File: config.mk
export PLATFORM = sky130hd
export DESIGN_NAME = serial_divider
export DESIGN_NICKNAME = d
export VERILOG_FILES = /design/src/rtl/divider_pkg.sv /design/src/rtl/div_step.sv /design/src/rtl/serial_divider.sv
export SDC_FILE = /design/constraint.sdc
export NUM_CORES = 1
export LEC_CHECK = 0
export ABC_CLOCK_PERIOD_IN_PS = 3700
export CORE_AREA = 10 10 81 83
export CTS_BUF_LIST = sky130_fd_sc_hd__clkbuf_4 sky130_fd_sc_hd__clkbuf_8 sky130_fd_sc_hd__clkbuf_16
export CTS_CLUSTER_SIZE = 8
export DETAILED_ROUTE_END_ITERATION = 10
export DIE_AREA = 0 0 91 93
export PLACE_DENSITY = 0.75
export SYNTH_ARGS = -nofsm -noshare
export SYNTH_HDL_FRONTEND = slang
export SYNTH_SLANG_ARGS = --single-unit
File: constraint.sdc
create_clock -name i_clk -period 3.7 [get_ports i_clk]
set_input_delay 0.74 -clock i_clk [delete_from_list [all_inputs] [get_ports i_clk]]
set_output_delay 0.74 -clock i_clk [all_outputs]
set_load 0.005 [all_outputs]
File: src/rtl/divider_pkg.sv
// Shared types and helpers for the serial restoring divider.
//   state_e   : divider FSM states (idle / iterating / result held)
//   cnt_width : width of the step counter needed to hold the value 'width'
//   CNT_W     : counter width for the default 8-bit operand width
package divider_pkg;

  typedef enum logic [1:0] {
    StIdle = 2'd0,
    StBusy = 2'd1,
    StDone = 2'd2
  } state_e;

  function automatic int unsigned cnt_width(input int unsigned width);
    return $clog2(width + 1);
  endfunction

  localparam int unsigned DEFAULT_WIDTH = 8;
  localparam int unsigned CNT_W         = cnt_width(DEFAULT_WIDTH);

endpackage

File: src/rtl/div_step.sv
// One restoring-division iteration, purely combinational.
// The partial remainder is shifted left with the next dividend bit appended,
// and the divisor is subtracted over WIDTH+1 bits with a ripple adder fed
// the inverted divisor and carry-in 1. A carry-out means no borrow.
// Ports:
//   i_rem     : current partial remainder (always < divisor when divisor != 0)
//   i_bit     : next dividend bit, MSB first
//   i_divisor : divisor magnitude
//   o_rem     : updated partial remainder
//   o_qbit    : quotient bit produced by this step
module div_step #(
  parameter int unsigned WIDTH = 8
) (
  input  logic [WIDTH-1:0] i_rem,
  input  logic             i_bit,
  input  logic [WIDTH-1:0] i_divisor,
  output logic [WIDTH-1:0] o_rem,
  output logic             o_qbit
);

  logic [WIDTH:0]   w_a;
  logic [WIDTH:0]   w_b;
  logic [WIDTH-1:0] w_sum;
  logic [WIDTH+1:0] w_carry;

  assign w_a        = {i_rem, i_bit};
  assign w_b        = ~{1'b0, i_divisor};
  assign w_carry[0] = 1'b1;

  for (genvar gi = 0; gi <= WIDTH; gi++) begin : g_rca
    assign w_carry[gi+1] = (w_a[gi] & w_b[gi]) | (w_carry[gi] & (w_a[gi] ^ w_b[gi]));
    // The top sum bit is always zero after a successful subtract, so it is not kept.
    if (gi < WIDTH) begin : g_sum
      assign w_sum[gi] = w_a[gi] ^ w_b[gi] ^ w_carry[gi];
    end
  end

  assign o_qbit = w_carry[WIDTH+1];
  // On a borrow the shifted value is below the divisor, so it fits in WIDTH bits.
  assign o_rem  = o_qbit ? w_sum : w_a[WIDTH-1:0];

endmodule

File: src/rtl/serial_divider.sv
// Multi-cycle restoring divider, one quotient bit per clock, valid/ready on
// both sides. Latency is WIDTH+1 cycles from the accept cycle; a result is
// held until the consumer takes it, then one idle cycle precedes the next accept.
// Build option: SERIAL_DIVIDER_SIGNED_EN selects two's complement operands and
// results (magnitudes taken at accept, sign fix-up on the DONE transition).
// Ports:
//   i_clk, i_rst              : clock, synchronous active-high reset
//   i_in_valid / o_in_ready   : operand handshake (ready only in idle)
//   i_dividend, i_divisor     : operands, sampled only on the idle handshake
//   o_out_valid / i_out_ready : result handshake
//   o_quotient, o_remainder   : result, updated only when entering DONE
//   o_div_by_zero             : captured divisor was zero
module serial_divider
  import divider_pkg::*;
#(
  parameter int unsigned WIDTH = 8
) (
  input  logic             i_clk,
  input  logic             i_rst,
  input  logic             i_in_valid,
  output logic             o_in_ready,
  input  logic [WIDTH-1:0] i_dividend,
  input  logic [WIDTH-1:0] i_divisor,
  output logic             o_out_valid,
  input  logic             i_out_ready,
  output logic [WIDTH-1:0] o_quotient,
  output logic [WIDTH-1:0] o_remainder,
  output logic             o_div_by_zero
);

  localparam int unsigned CntW = cnt_width(WIDTH);

  state_e           r_state, w_state_next;
  logic [CntW-1:0]  r_cnt;
  logic [WIDTH-1:0] r_rem;
  logic [WIDTH-1:0] r_quo;  // dividend bits shift out the top, quotient bits in the bottom
  logic [WIDTH-1:0] r_dsr;
  logic             r_dbz_cap;
  logic [WIDTH-1:0] r_quotient;
  logic [WIDTH-1:0] r_remainder;
  logic             r_div_by_zero;

  logic             w_accept;
  logic             w_last;
  logic [WIDTH-1:0] w_step_rem;
  logic             w_qbit;
  logic [WIDTH-1:0] w_quo_u;
  logic [WIDTH-1:0] w_quo_fin;
  logic [WIDTH-1:0] w_rem_fin;
  logic [WIDTH-1:0] w_dvd_mag;
  logic [WIDTH-1:0] w_dsr_mag;

  div_step #(
    .WIDTH(WIDTH)
  ) u_div_step (
    .i_rem    (r_rem),
    .i_bit    (r_quo[WIDTH-1]),
    .i_divisor(r_dsr),
    .o_rem    (w_step_rem),
    .o_qbit   (w_qbit)
  );

  assign w_quo_u = {r_quo[WIDTH-2:0], w_qbit};

`ifdef SERIAL_DIVIDER_SIGNED_EN
  logic             r_neg_q;
  logic             r_neg_r;
  logic [WIDTH-1:0] r_dvd_raw;

  assign w_dvd_mag = i_dividend[WIDTH-1] ? -i_dividend : i_dividend;
  assign w_dsr_mag = i_divisor[WIDTH-1] ? -i_divisor : i_divisor;

  always_ff @(posedge i_clk) begin
    if (i_rst) begin
      r_neg_q   <= 1'b0;
      r_neg_r   <= 1'b0;
      r_dvd_raw <= '0;
    end else if (w_accept) begin
      r_neg_q   <= i_dividend[WIDTH-1] ^ i_divisor[WIDTH-1];
      r_neg_r   <= i_dividend[WIDTH-1];
      r_dvd_raw <= i_dividend;
    end
  end

  // Divide by zero reports the raw dividend whatever its sign; -2^(W-1)/-1
  // wraps naturally to -2^(W-1) because the magnitude is 2^(W-1).
  always_comb begin
    w_quo_fin = r_neg_q ? -w_quo_u : w_quo_u;
    w_rem_fin = r_neg_r ? -w_step_rem : w_step_rem;
    if (r_dbz_cap) begin
      w_quo_fin = '1;
      w_rem_fin = r_dvd_raw;
    end
  end
`else
  assign w_dvd_mag = i_dividend;
  assign w_dsr_mag = i_divisor;
  assign w_quo_fin = w_quo_u;
  assign w_rem_fin = w_step_rem;
`endif

  always_ff @(posedge i_clk) begin
    if (i_rst) begin
      r_state <= StIdle;
    end else begin
      r_state <= w_state_next;
    end
  end

  always_comb begin
    w_state_next = r_state;
    o_in_ready   = 1'b0;
    o_out_valid  = 1'b0;
    w_accept     = 1'b0;
    w_last       = 1'b0;
    unique case (r_state)
      StIdle: begin
        o_in_ready = 1'b1;
        if (i_in_valid) begin
          w_accept     = 1'b1;
          w_state_next = StBusy;
        end
      end
      StBusy: begin
        if (r_cnt == CntW'(1)) begin
          w_last       = 1'b1;
          w_state_next = StDone;
        end
      end
      StDone: begin
        o_out_valid = 1'b1;
        if (i_out_ready) begin
          w_state_next = StIdle;
        end
      end
      default: w_state_next = StIdle;
    endcase
  end

  always_ff @(posedge i_clk) begin
    if (i_rst) begin
      r_cnt         <= '0;
      r_rem         <= '0;
      r_quo         <= '0;
      r_dsr         <= '0;
      r_dbz_cap     <= 1'b0;
      r_quotient    <= '0;
      r_remainder   <= '0;
      r_div_by_zero <= 1'b0;
    end else if (w_accept) begin
      r_cnt     <= CntW'(WIDTH);
      r_rem     <= '0;
      r_quo     <= w_dvd_mag;
      r_dsr     <= w_dsr_mag;
      r_dbz_cap <= (i_divisor == '0);
    end else if (r_state == StBusy) begin
      r_cnt <= r_cnt - CntW'(1);
      r_rem <= w_step_rem;
      r_quo <= w_quo_u;
      if (w_last) begin
        r_quotient    <= w_quo_fin;
        r_remainder   <= w_rem_fin;
        r_div_by_zero <= r_dbz_cap;
      end
    end
  end

  assign o_quotient    = r_quotient;
  assign o_remainder   = r_remainder;
  assign o_div_by_zero = r_div_by_zero;

endmodule

==> results of run 1 <==
-- worst min path at each step --
stage / from / end / slack [ns]
after CTS: r_dsr[7] / r_dsr[7] / 0.47
final: r_dsr[7] / r_dsr[7] / 0.46
after global placement: r_dsr[7] / r_dsr[7] / 0.45
after detailed placement: r_dsr[0] / r_dsr[0] / 0.45
after floorplan: r_dsr[5] / r_dsr[5] / 0.44
after global routing: r_dbz_cap / r_dbz_cap / 0.49
-- cell families (layout without fill, tap and decap cells) --
kind of cell / Yosys count / in the layout / share of synthesized area [%]
fa+ha+maj: 10 / 10 / 7.85
buf+inv: 41 / 71 / 7.19
mux: 2 / 2 / 0.885
compound gates: 97 / 97 / 26.1
simple gates: 65 / 66 / 15.1
flops: 48 / 48 / 42.5
xor+xnor: 1 / 1 / 0.387
-- critical path, delay by kind of cell, from the launching register on --
family          cells  cell delay (ns)
fa+ha+maj           8             2.29
flops               1             0.33
mux                 1             0.25
buf+inv             4             0.23
simple gates        1             0.17
compound gates      1             0.08
-- sequential cells by signal (all words and copies together), names as in the netlist --
name and count:
r_state 2, o_quotient 8, r_cnt 4, r_dbz_cap 1
r_quo 8, r_dsr 8, o_div_by_zero 1, r_rem 8
o_remainder 8
-- final cells by class --
class                           instances  area, um2
Clock inverter                          1       30.0
Multi-Input combinational cell        176       1190
Tap cell                               70       87.6
Fill cell                             468       2160
Inverter                               20       75.1
Timing Repair Buffer                   45        437
Sequential cell                        48        962
Clock buffer                            5       68.8
-- through the flow --
step	area, um2	TNS [ns]	hold WS, ns	std cells	utilization, %
after CTS	2810	0	0.468	365	56.1
final	2850	0	0.463	365	56.9
after global routing	2850	0	0.491	365	56.9
after global placement	2680	0	0.445	356	53.6
after floorplan	2260	0	0.436	264	-
after detailed placement	2680	-0.0456	0.454	356	53.6
-- cells in the final DEF, fill, tap and decap left out, types with 2 or more instances in the layout --
cell type	netlist	final
ha_1	3	3
o21ai_0	32	28
nand2_1	21	21
a211oi_2	0	2
o22a_1	7	7
nand3_1	9	9
nand2b_1	4	4
nor4_1	3	3
nor2_1	7	7
fa_2	0	5
nor3b_1	2	2
o21ai_1	6	10
a211oi_1	11	9
buf_4	0	6
inv_1	20	19
dfxtp_1	48	47
a21oi_1	31	31
fa_1	7	2
clkbuf_8	0	5
clkdlybuf4s50_1	0	38
o221a_2	7	7
nor3_1	4	3
nor2b_1	8	7
-- power groups by stage --
| stage | registers, mW | logic [mW] | clock network, mW |
|---|---|---|---|
| finish | 0.577 | 0.273 | 0.355 |
| global route | 0.582 | 0.305 | 0.382 |
| CTS | 0.575 | 0.248 | 0.364 |
| detailed placement | 0.586 | 0.229 | 0 |
| global placement | 0.586 | 0.225 | 0 |
| floorplan | 0.576 | 0.165 | 0 |
-- repair_timing --
action | 4_1_cts | 5_1_grt
pin swaps | 1 | 2
setup buffers | 2 | 0
endpoints found under the setup margin | 3 | 18
endpoints found under the hold margin | 0 | 0
resized for setup | 2 | 16
hold buffers | 0 | 0
gates cloned | 1 | 0
-- routing by layer --
metal / vias up / global-route usage [%]
met1: 930 / 15.8
met5: - / 0
met2: 59 / 20.9
li1: 984 / -
met4: 0 / 3.92
met3: 4 / 3.12
==> flow_metrics.tcl, run 1 <==
set metrics [dict create \
    outcome "completed" \
    p_leak_nw 0.998 \
    numCtsBuffers 5 \
    reg2reg_to "r_rem[5]" \
    antenna_left 0 \
    power.share.clock_pct 29.4 \
    relSlewSlack_pct 23.2 \
    ios 39 \
    p_sw_mw 0.335 \
    clock_latency_ns 0.29 \
    final.min_clock_period_ns 3.54 \
    preCtsSetupSlack_ns -0.0449 \
    switching_share_pct 27.8 \
    rr_startpoint "r_quo[7]" \
    vias_per_cell 5.42 \
    p_comb_share_pct 22.6 \
    synth_top_area_share_pct 42.5 \
    synthesis.nets 294 \
    peakVddDrop_uv 223 \
    setup_slack_ns 0.163 \
    place.port_buffers 38 \
    gp_congestion 0.870 \
    netlist_top_cells_count "48 x dfxtp_1, 32 x o21ai_0, 31 x a21oi_1" \
    worstPathMaxFanout 6 \
    grt_pass1_wl_um 9180 \
    track_usage_pct 12.6 \
    avgSynthCellArea_um2 8.57 \
    p_per_area_nw_per_um2 422 \
    p_int_mw 0.870 \
    cpMaxStageDelayCell "fa_1" \
    seqPwrFrac_pct 47.9 \
    wl_met1_um 2440 \
    grt_max_degree 32 \
    rows 26 \
    tightest_slew_ns 1.15 \
    num_antenna_cells 0 \
    die_area_um2 8460 \
    r2r_setup_slack_ns 0.16 \
    cts.sinks 48 \
    ys_seq_elements 48 \
    cts_tree "done" \
    synth_edf_count 0 \
    slew_viol_final 0 \
    grt_pass1_vias 1926 \
    synth.most_common_cell "dfxtp_1" \
    crit_top_cell "fa_2" \
    ys_types 34 \
    wl_met2_um 2560 \
    clk_pin_slew_ns 0.08 \
    end_kind "register" \
    topRoutingLayerUsed "met4" \
    setup_viol 0 \
    postSynthCellCount 264 \
    slowest_delay_ns 0.36 \
    synth.area.top_cells "dfxtp_1 42%, o21ai_0 7.1%, a21oi_1 6.9%, fa_1 6.2%, a211oi_1 3.6%" \
    synth_area_um2 2260 \
    nets 326 \
    die_x_um 91 \
    yosys_warnings 0 \
    cts_max_path_buffers 2 \
    fp.coreArea_um2 5010 \
    crit_chain "inv_1 > ha_1 > fa_2 > fa_2 > fa_2 > fa_1 > inv_1 > fa_1 > inv_1 > fa_2 > inv_2 > fa_2 > or2_4 > mux2i_4 > a211oi_2" \
    arrival_ns 3.67 \
    period_share_pct 95.6 \
    wirelength_um 5380 \
    cap_violations 0 \
    root_buffer "clkbuf_8" \
    drive_gt1_share_pct 12.5 \
    drtPass1Iterations 4 \
    detailroute.via_count 1977 \
    critPathLaunchType "register" \
    rsz0062_at_grt "false" \
    final_hold_viol_count 0 \
    drtIter0Drc 228 \
    synthToLayoutAreaGrowth_pct 26.0 \
    fin_skew_ns 0.00585 \
    drc 0 \
    required_ns 3.83 \
    die_h_um 93 \
    wl_per_cell_um 14.7 \
    ys_async_sr_fraction_pct 0 \
    hp-class "reg2reg" \
    power.total_mw 1.20 \
    initial_core_util_pct 45.2 \
    setup.worst_path.class "reg2reg" \
    htreeDepth 2 \
    met3_length_um 318 \
    crit_path_end "r_rem[5]" \
    grt-ovfl-total 0 \
    yosysSeqAreaShare_pct 42.5 \
    whs_path_depth 2 \
    synth_ff_type "dfxtp_1" \
    fmax_mhz 283 \
    synth_top_area_cell "dfxtp_1" \
    antenna_found_initial 0 \
    crit_start "r_quo[7]" \
    post-dp-hpwl_um 3710 \
    ff2ff_path_depth 15 \
]
Note: power is estimated with default switching activity, not from simulation.
==> run 2, diff against run 1 <==
Settings changed: CTS_CLUSTER_SIZE 8 to 24.
==> results of run 2 <==
The final DEF is identical to that of run 1; final timing and power are the same.
==> run 3, diff against run 2 <==
Settings changed: PLACE_DENSITY 0.75 to 0.77, SYNTH_HIERARCHICAL from default to 1.
==> run 3 against run 2 <==
  * Utilization is 0.60 points higher
  * Sequential power hardly changed
  * Die area stayed put
  * Register-to-register slack hardly changed
  * Total power is 4.0% higher
  * Global-route usage is 0.95 points higher
  * Via count is 2.4% higher
  * Critical path type unchanged
  * Largest power group unchanged
  * Highest routed layer unchanged
==> flow_metrics.tcl, run 3 <==
set metrics [dict create \
    num_antenna_cells 0 \
    synth_compound_area_share_pct 15.9 \
    place.port_buffers 38 \
    avgSynthCellArea_um2 8.33 \
    grt_max_degree 39 \
    final_cell_mix "47 x a21oi_1, 47 x dfxtp_1, 38 x clkdlybuf4s50_1" \
    grtUsageMet2_pct 22.3 \
    fp.coreArea_um2 5010 \
    post-dp-hpwl_um 3900 \
    die_h_um 93 \
    synth_top_area_cell "dfxtp_1" \
    die_area_um2 8460 \
    tightest_slew_ns 1.00 \
    synth_top_family_by_area "simple AND/OR/NAND/NOR gates" \
    nets 339 \
    synth_ff_type "dfxtp_1" \
    synthesis.nets 311 \
    detailroute.via_count 2024 \
    setup_slack_ns 0.150 \
    grt_pass1_vias 1987 \
    wirelength_um 5650 \
    required_ns 3.93 \
    drtPass1Iterations 4 \
    final.min_clock_period_ns 3.55 \
    cap_violations 0 \
    synthAdderAreaFrac_pct 7.59 \
    ys_seq_elements 48 \
    synth_mux_area_share_pct 1.71 \
    p_leak_nw 0.979 \
    grt-ovfl-total 0 \
    track_usage_pct 13.6 \
    setup.worst_path.class "reg2reg" \
    ys_types 33 \
    peakVddDrop_uv 181 \
    antenna_left 0 \
    final_hold_viol_count 0 \
    critical-path-top-delay-family "adder cells" \
    ios 39 \
    drc 0 \
    yosysSeqAreaShare_pct 41.0 \
    ctsHoldBuffers 0 \
    gr-usage-met3_pct 3.92 \
    synth_simple_gate_area_share_pct 25.7 \
    die_x_um 91 \
    arrival_ns 3.78 \
    synth.area.top_cells "dfxtp_1 41%, a21oi_1 11%, fa_1 6.0%, nand2_1 5.6%, nand4_1 4.5%" \
    postCtsSetupBuffers 0 \
    end_kind "register" \
    antenna_found_initial 0 \
    gp_congestion 0.880 \
    period_share_pct 95.9 \
    preCtsSetupSlack_ns -0.0333 \
    synth_edf_count 0 \
    clk_pin_slew_ns 0.08 \
    critPathLaunchType "register" \
    synthToLayoutAreaGrowth_pct 23.1 \
    slew_viol_final 0 \
    vias_per_cell 5.33 \
    fin_skew_ns 0.00911 \
    root_buffer "clkbuf_8" \
    grt_pass1_wl_um 9550 \
    hold-worst-slack_ns 0.457 \
    clock_latency_ns 0.31 \
    postSynthCellCount 281 \
    yosys_warnings 6 \
    setup_viol 0 \
    drtIter0Drc 265 \
    synth_top_area_share_pct 41.0 \
    netlist_top_cells_count "51 x a21oi_1, 48 x dfxtp_1, 35 x nand2_1" \
    outcome "completed" \
    critPathBufInv 5 \
    fmax_mhz 282 \
    crit_top_cell "fa_2" \
    hp-class "reg2reg" \
    numCtsBuffers 5 \
    crit_chain "inv_1 > ha_2 > fa_2 > fa_2 > fa_2 > fa_2 > inv_2 > fa_2 > inv_2 > fa_2 > inv_2 > fa_2 > or2_4 > buf_4 > nand2b_1 > a21oi_1 > nor3_1" \
    rows 26 \
    worstPathMaxFanout 8 \
    cpMaxStageDelayCell "fa_2" \
    top_usage_layer "met2" \
    synthXorXnorAreaFrac_pct 0.374 \
    cts.sinks 48 \
    synth.most_common_cell "a21oi_1" \
    power.total_mw 1.25 \
    slowest_delay_ns 0.35 \
    initial_core_util_pct 46.7 \
    cts_max_path_buffers 2 \
    p_per_area_nw_per_um2 435 \
    rsz0062_at_grt "false" \
    drive_gt1_share_pct 15.5 \
    htreeDepth 2 \
    ys_async_sr_fraction_pct 0 \
    setup-tns-final_ns 0 \
    relSlewSlack_pct 33.2 \
    synth_area_um2 2340 \
    wl_per_cell_um 14.9 \
    cts_tree "done" \
    fin_util_pct 57.5 \
    use_met1_pct 16.2 \
]
## run 3: cell count changes after synthesis, moves of 9 or more
cell,change
nand4_1,+17
o21ai_0,-24
a211oi_1,-9
nand2_1,+14
a21oi_1,+20
nor3_1,+11
## run 3: layout make-up
type,count,area (um2)
multi-input cells,197,1240
inverters,13,48.8
well taps,70,87.6
clock inverters,2,35.0
repair buffers,44,429
flip-flops and latches,48,962
clock buffers,6,76.3
fillers,488,2130
## run 3: through the flow
| step | area [um2] | std cells |
|---|---|---|
| after floorplan | 2350 | 281 |
| after global placement | 2730 | 372 |
| after global routing | 2880 | 380 |
| after detailed placement | 2730 | 372 |
| final | 2880 | 380 |
| after CTS | 2850 | 380 |
## run 3: path summary, 6_finish.rpt
check	startpoint	depth (start not counted)	slack, ns	to
worst max-delay path	r_quo[7]	17	0.15	r_quo[0]
worst min-delay path	r_dsr[7]	2	0.46	r_dsr[7]
worst max register to register	r_quo[7]	17	0.15	r_quo[0]
worst min register to register	r_dsr[7]	2	0.46	r_dsr[7]
## run 3: timing repair
action	in CTS	in global routing
gates resized for setup	4	12
hold endpoints to repair	0	0
pin swaps	0	1
endpoints found under the setup margin	11	15
## run 3: per-layer routing
| metal | vias to the layer above | wire (um) |
|---|---|---|
| li1 | 1020 | - |
| met1 | 937 | 2470 |
| met2 | 58 | 2740 |
| met3 | 9 | 326 |
| met4 | 0 | 107 |
| met5 | - | 0 |
## run 3: worst min-delay path: stages (launching register included)
cell,delay [ns]
dfxtp_1,0.31
nand2_1,0.05
a21oi_1,0.05
## run 3: power breakdown
group          internal (mW)  leakage [nW]  switching, mW
Clock                  0.208        0.0586          0.170
Combinational          0.138         0.528          0.162
Sequential             0.544         0.392         0.0304
Total                  0.890         0.979          0.363
## run 3: kinds of logic after synthesis
kind of cell | Yosys count
DFF | 48
AOI/OAI and AO/OA | 71
and+or+nand+nor | 112
adders and majority gates | 10
xor gates and xnor gates | 1
buffers and inverters | 36
muxes | 3
==> patch: new RTL, config.mk and constraints of run 1 <==
`WIDTH` is set to 8 in 2 places; all go to 6.
--- a/src/rtl/div_step.sv
+++ b/src/rtl/div_step.sv
@@ -9,7 +9,7 @@
 //   o_rem     : updated partial remainder
 //   o_qbit    : quotient bit produced by this step
 module div_step #(
-  parameter int unsigned WIDTH = 8
+  parameter int unsigned WIDTH = 6
 ) (
   input  logic [WIDTH-1:0] i_rem,
   input  logic             i_bit,
--- a/src/rtl/serial_divider.sv
+++ b/src/rtl/serial_divider.sv
@@ -13,7 +13,7 @@
 module serial_divider
   import divider_pkg::*;
 #(
-  parameter int unsigned WIDTH = 8
+  parameter int unsigned WIDTH = 6
 ) (
   input  logic             i_clk,
   input  logic             i_rst,
Ports: changed (resized i_dividend, i_divisor, o_quotient and o_remainder); port bits go from 39 to 31. No check against the original RTL was run, so the function may have changed too.
==> patch against run 1 <==
  * Sequential cell count shrank 11
  * Worst setup slack gained 0.44 ns
  * Final area shrank 24%
  * Routed wire length shrank 31%
  * Clock power shrank 12%
  * Total power shrank 23%
  * Combinational power shrank 38%
  * Synthesized area shrank 22%
  * Highest routed layer unchanged
==> patch: results (changes against run 1) <==
Synth async-reset ratio=0% (unchanged); FF-to-FF path depth=13 (was 15); Syn Nets=217 (was 294); hold-fix buffers at CTS=0 (unchanged); clock-pin slew on the worst setup and hold paths=0.07 ns; Max-slew headroom=41.0% (was 23.2%); Routed WL=3.72 mm (was 5.38 mm); reg2reg end=o_remainder[3]$_SDFFE_PP0P_ (was r_rem[5]$_SDFFE_PP0P_); largest net degree at the start of global routing=24 (was 32); Tot GR Track Use=9.20% (was 12.6%); Root Driver=clkbuf_8 (unchanged); H-tree levels=2 (unchanged); WL/cell=12.9 um (was 14.7 um); CTS buffer count=5 (unchanged); min-delay src=r_dsr[5]$_SDFFE_PP0P_ (was r_dsr[7]$_SDFFE_PP0P_); worst r2r src=r_quo[5]$_SDFFE_PP0P_ (was r_quo[7]$_SDFFE_PP0P_); NetSw=254 uW (was 335 uW); DR vias/cell=4.78 (was 5.42); PortBufs=30 (was 38); CP Max Fanout=8 (was 6); share of cells above drive strength 1=9.59% (was 12.5%); Nets=242 (was 326); Final HPWL DP=2.74 mm (was 3.71 mm); WHS Endpoint=r_dsr[5]$_SDFFE_PP0P_ (was r_dsr[7]$_SDFFE_PP0P_); ANT cells=0 (unchanged); placed insts=281 (was 356); # Post-CTS Setup Buffers=0 (was 2); Resize count post-CTS=0 (was 2); Worst Skew=0.00453 ns (was 0.00585 ns); Hold Path Depth=2 (unchanged); synth unique cells=36 (was 34); Post-synth top cells=dfxtp_1 (37), nor2_1 (20), a21oi_1 (16) (was dfxtp_1 (48), o21ai_0 (32), a21oi_1 (31)); status=completed (unchanged); deepest clock path buffer count=2 (unchanged); Arrival @ worst endpoint=3.23 ns (was 3.67 ns); post-synthesis sequential area ratio=42.1% (was 42.5%); Avg Cell Area, Syn=9.11 sq um (was 8.57 sq um); Fillers=504 (was 468); ys flop type=dfxtp_1 (unchanged); Synth Warn #=0 (unchanged); antenna violations before repair=0 (unchanged); drt first pass iters=4 (unchanged); first-pass GRT wire length=6.64 mm (was 9.18 mm); Final GP Congestion=0.849 (was 0.870); number of global-route vias before repair=1437 (was 1926); Initial DRC Count=82 (was 228); VDD IR-drop max=0.000222 V (was 0.000223 V); Synth area leaders=dfxtp_1 (42%), fa_1 (5.7%), a21oi_1 (4.6%) (was dfxtp_1 (42%), o21ai_0 (7.1%), a21oi_1 (6.9%)); R2R Setup Slk=0.60 ns (was 0.16 ns); HP Class=reg -> reg (unchanged); Leak Pwr=0.000774 uW (was 0.000998 uW)
patch: layout make-up:
cell class              count  area, sq um  share of cell area, %
repair buffers             31          308                   14.2
well taps                  70         87.6                   4.05
clock buffers               7         96.3                   4.46
flip-flops and latches     37          741                   34.3
clock inverters             1         5.00                  0.231
multi-input cells         129          872                   40.3
inverters                  14         52.6                   2.43
patch: power groups by stage:
| stage | combinational (uW) | sequential [uW] | clock (uW) |
|---|---|---|---|
| detailed placement | 169 | 451 | 0 |
| global route | 193 | 446 | 334 |
| global placement | 163 | 451 | 0 |
| CTS | 170 | 442 | 316 |
| finish | 168 | 442 | 311 |
| floorplan | 130 | 444 | 0 |
patch: how the worst max path moves through the flow:
stage | slack (ns) | depth (start not counted) | startpoint | end
2_1_floorplan | 0.83 | 14 | r_quo[5]$_SDFFE_PP0P_ | o_remainder[3]$_SDFFE_PP0P_
3_3_place_gp | 0.76 | 13 | r_quo[5]$_SDFFE_PP0P_ | o_remainder[3]$_SDFFE_PP0P_
3_5_place_dp | 0.61 | 13 | r_quo[5]$_SDFFE_PP0P_ | r_rem[3]$_SDFFE_PP0P_
4_1_cts | 0.60 | 13 | r_quo[5]$_SDFFE_PP0P_ | o_remainder[3]$_SDFFE_PP0P_
5_1_grt | 0.39 | 13 | r_quo[5]$_SDFFE_PP0P_ | r_rem[3]$_SDFFE_PP0P_
6_report | 0.60 | 13 | r_quo[5]$_SDFFE_PP0P_ | o_remainder[3]$_SDFFE_PP0P_
patch: routing by layer:
layer,vias to the layer above,wire [um],GRT usage [%]
met4,0,39,2.74
met2,24,1880,15.8
met3,6,200,3.28
met1,650,1600,10.5
li1,700,-,-
met5,-,0,0
patch: logic make-up after synthesis:
group	after synthesis	share of synthesized area, %
AND/OR/NAND/NOR	64	19.2
flip-flops	37	42.1
buffers and inverters	27	8.26
XOR/XNOR	2	0.997
multiplexers	9	5.20
AO/OA/AOI/OAI	46	16.4
adder cells (fa/ha/maj)	8	7.83
patch: metrics by stage:
step                cell area, sq um  setup WS [ns]  hold WS (ns)
floorplan                       1760          0.829         0.436
global placement                2060          0.756         0.445
detailed placement              2060          0.606         0.453
CTS                             2160          0.604         0.463
global route                    2160          0.386         0.484
finish                          2160          0.600         0.459
patch: worst max-delay path, stage by stage, from the launching register on:
cell	delay, ns
dfxtp_1	0.35
inv_1	0.05
ha_1	0.18
fa_1	0.39
fa_1	0.38
inv_1	0.09
fa_1	0.16
inv_1	0.05
fa_1	0.35
inv_1	0.07
fa_1	0.26
or2_2	0.24
mux2i_1	0.28
a211oi_2	0.10
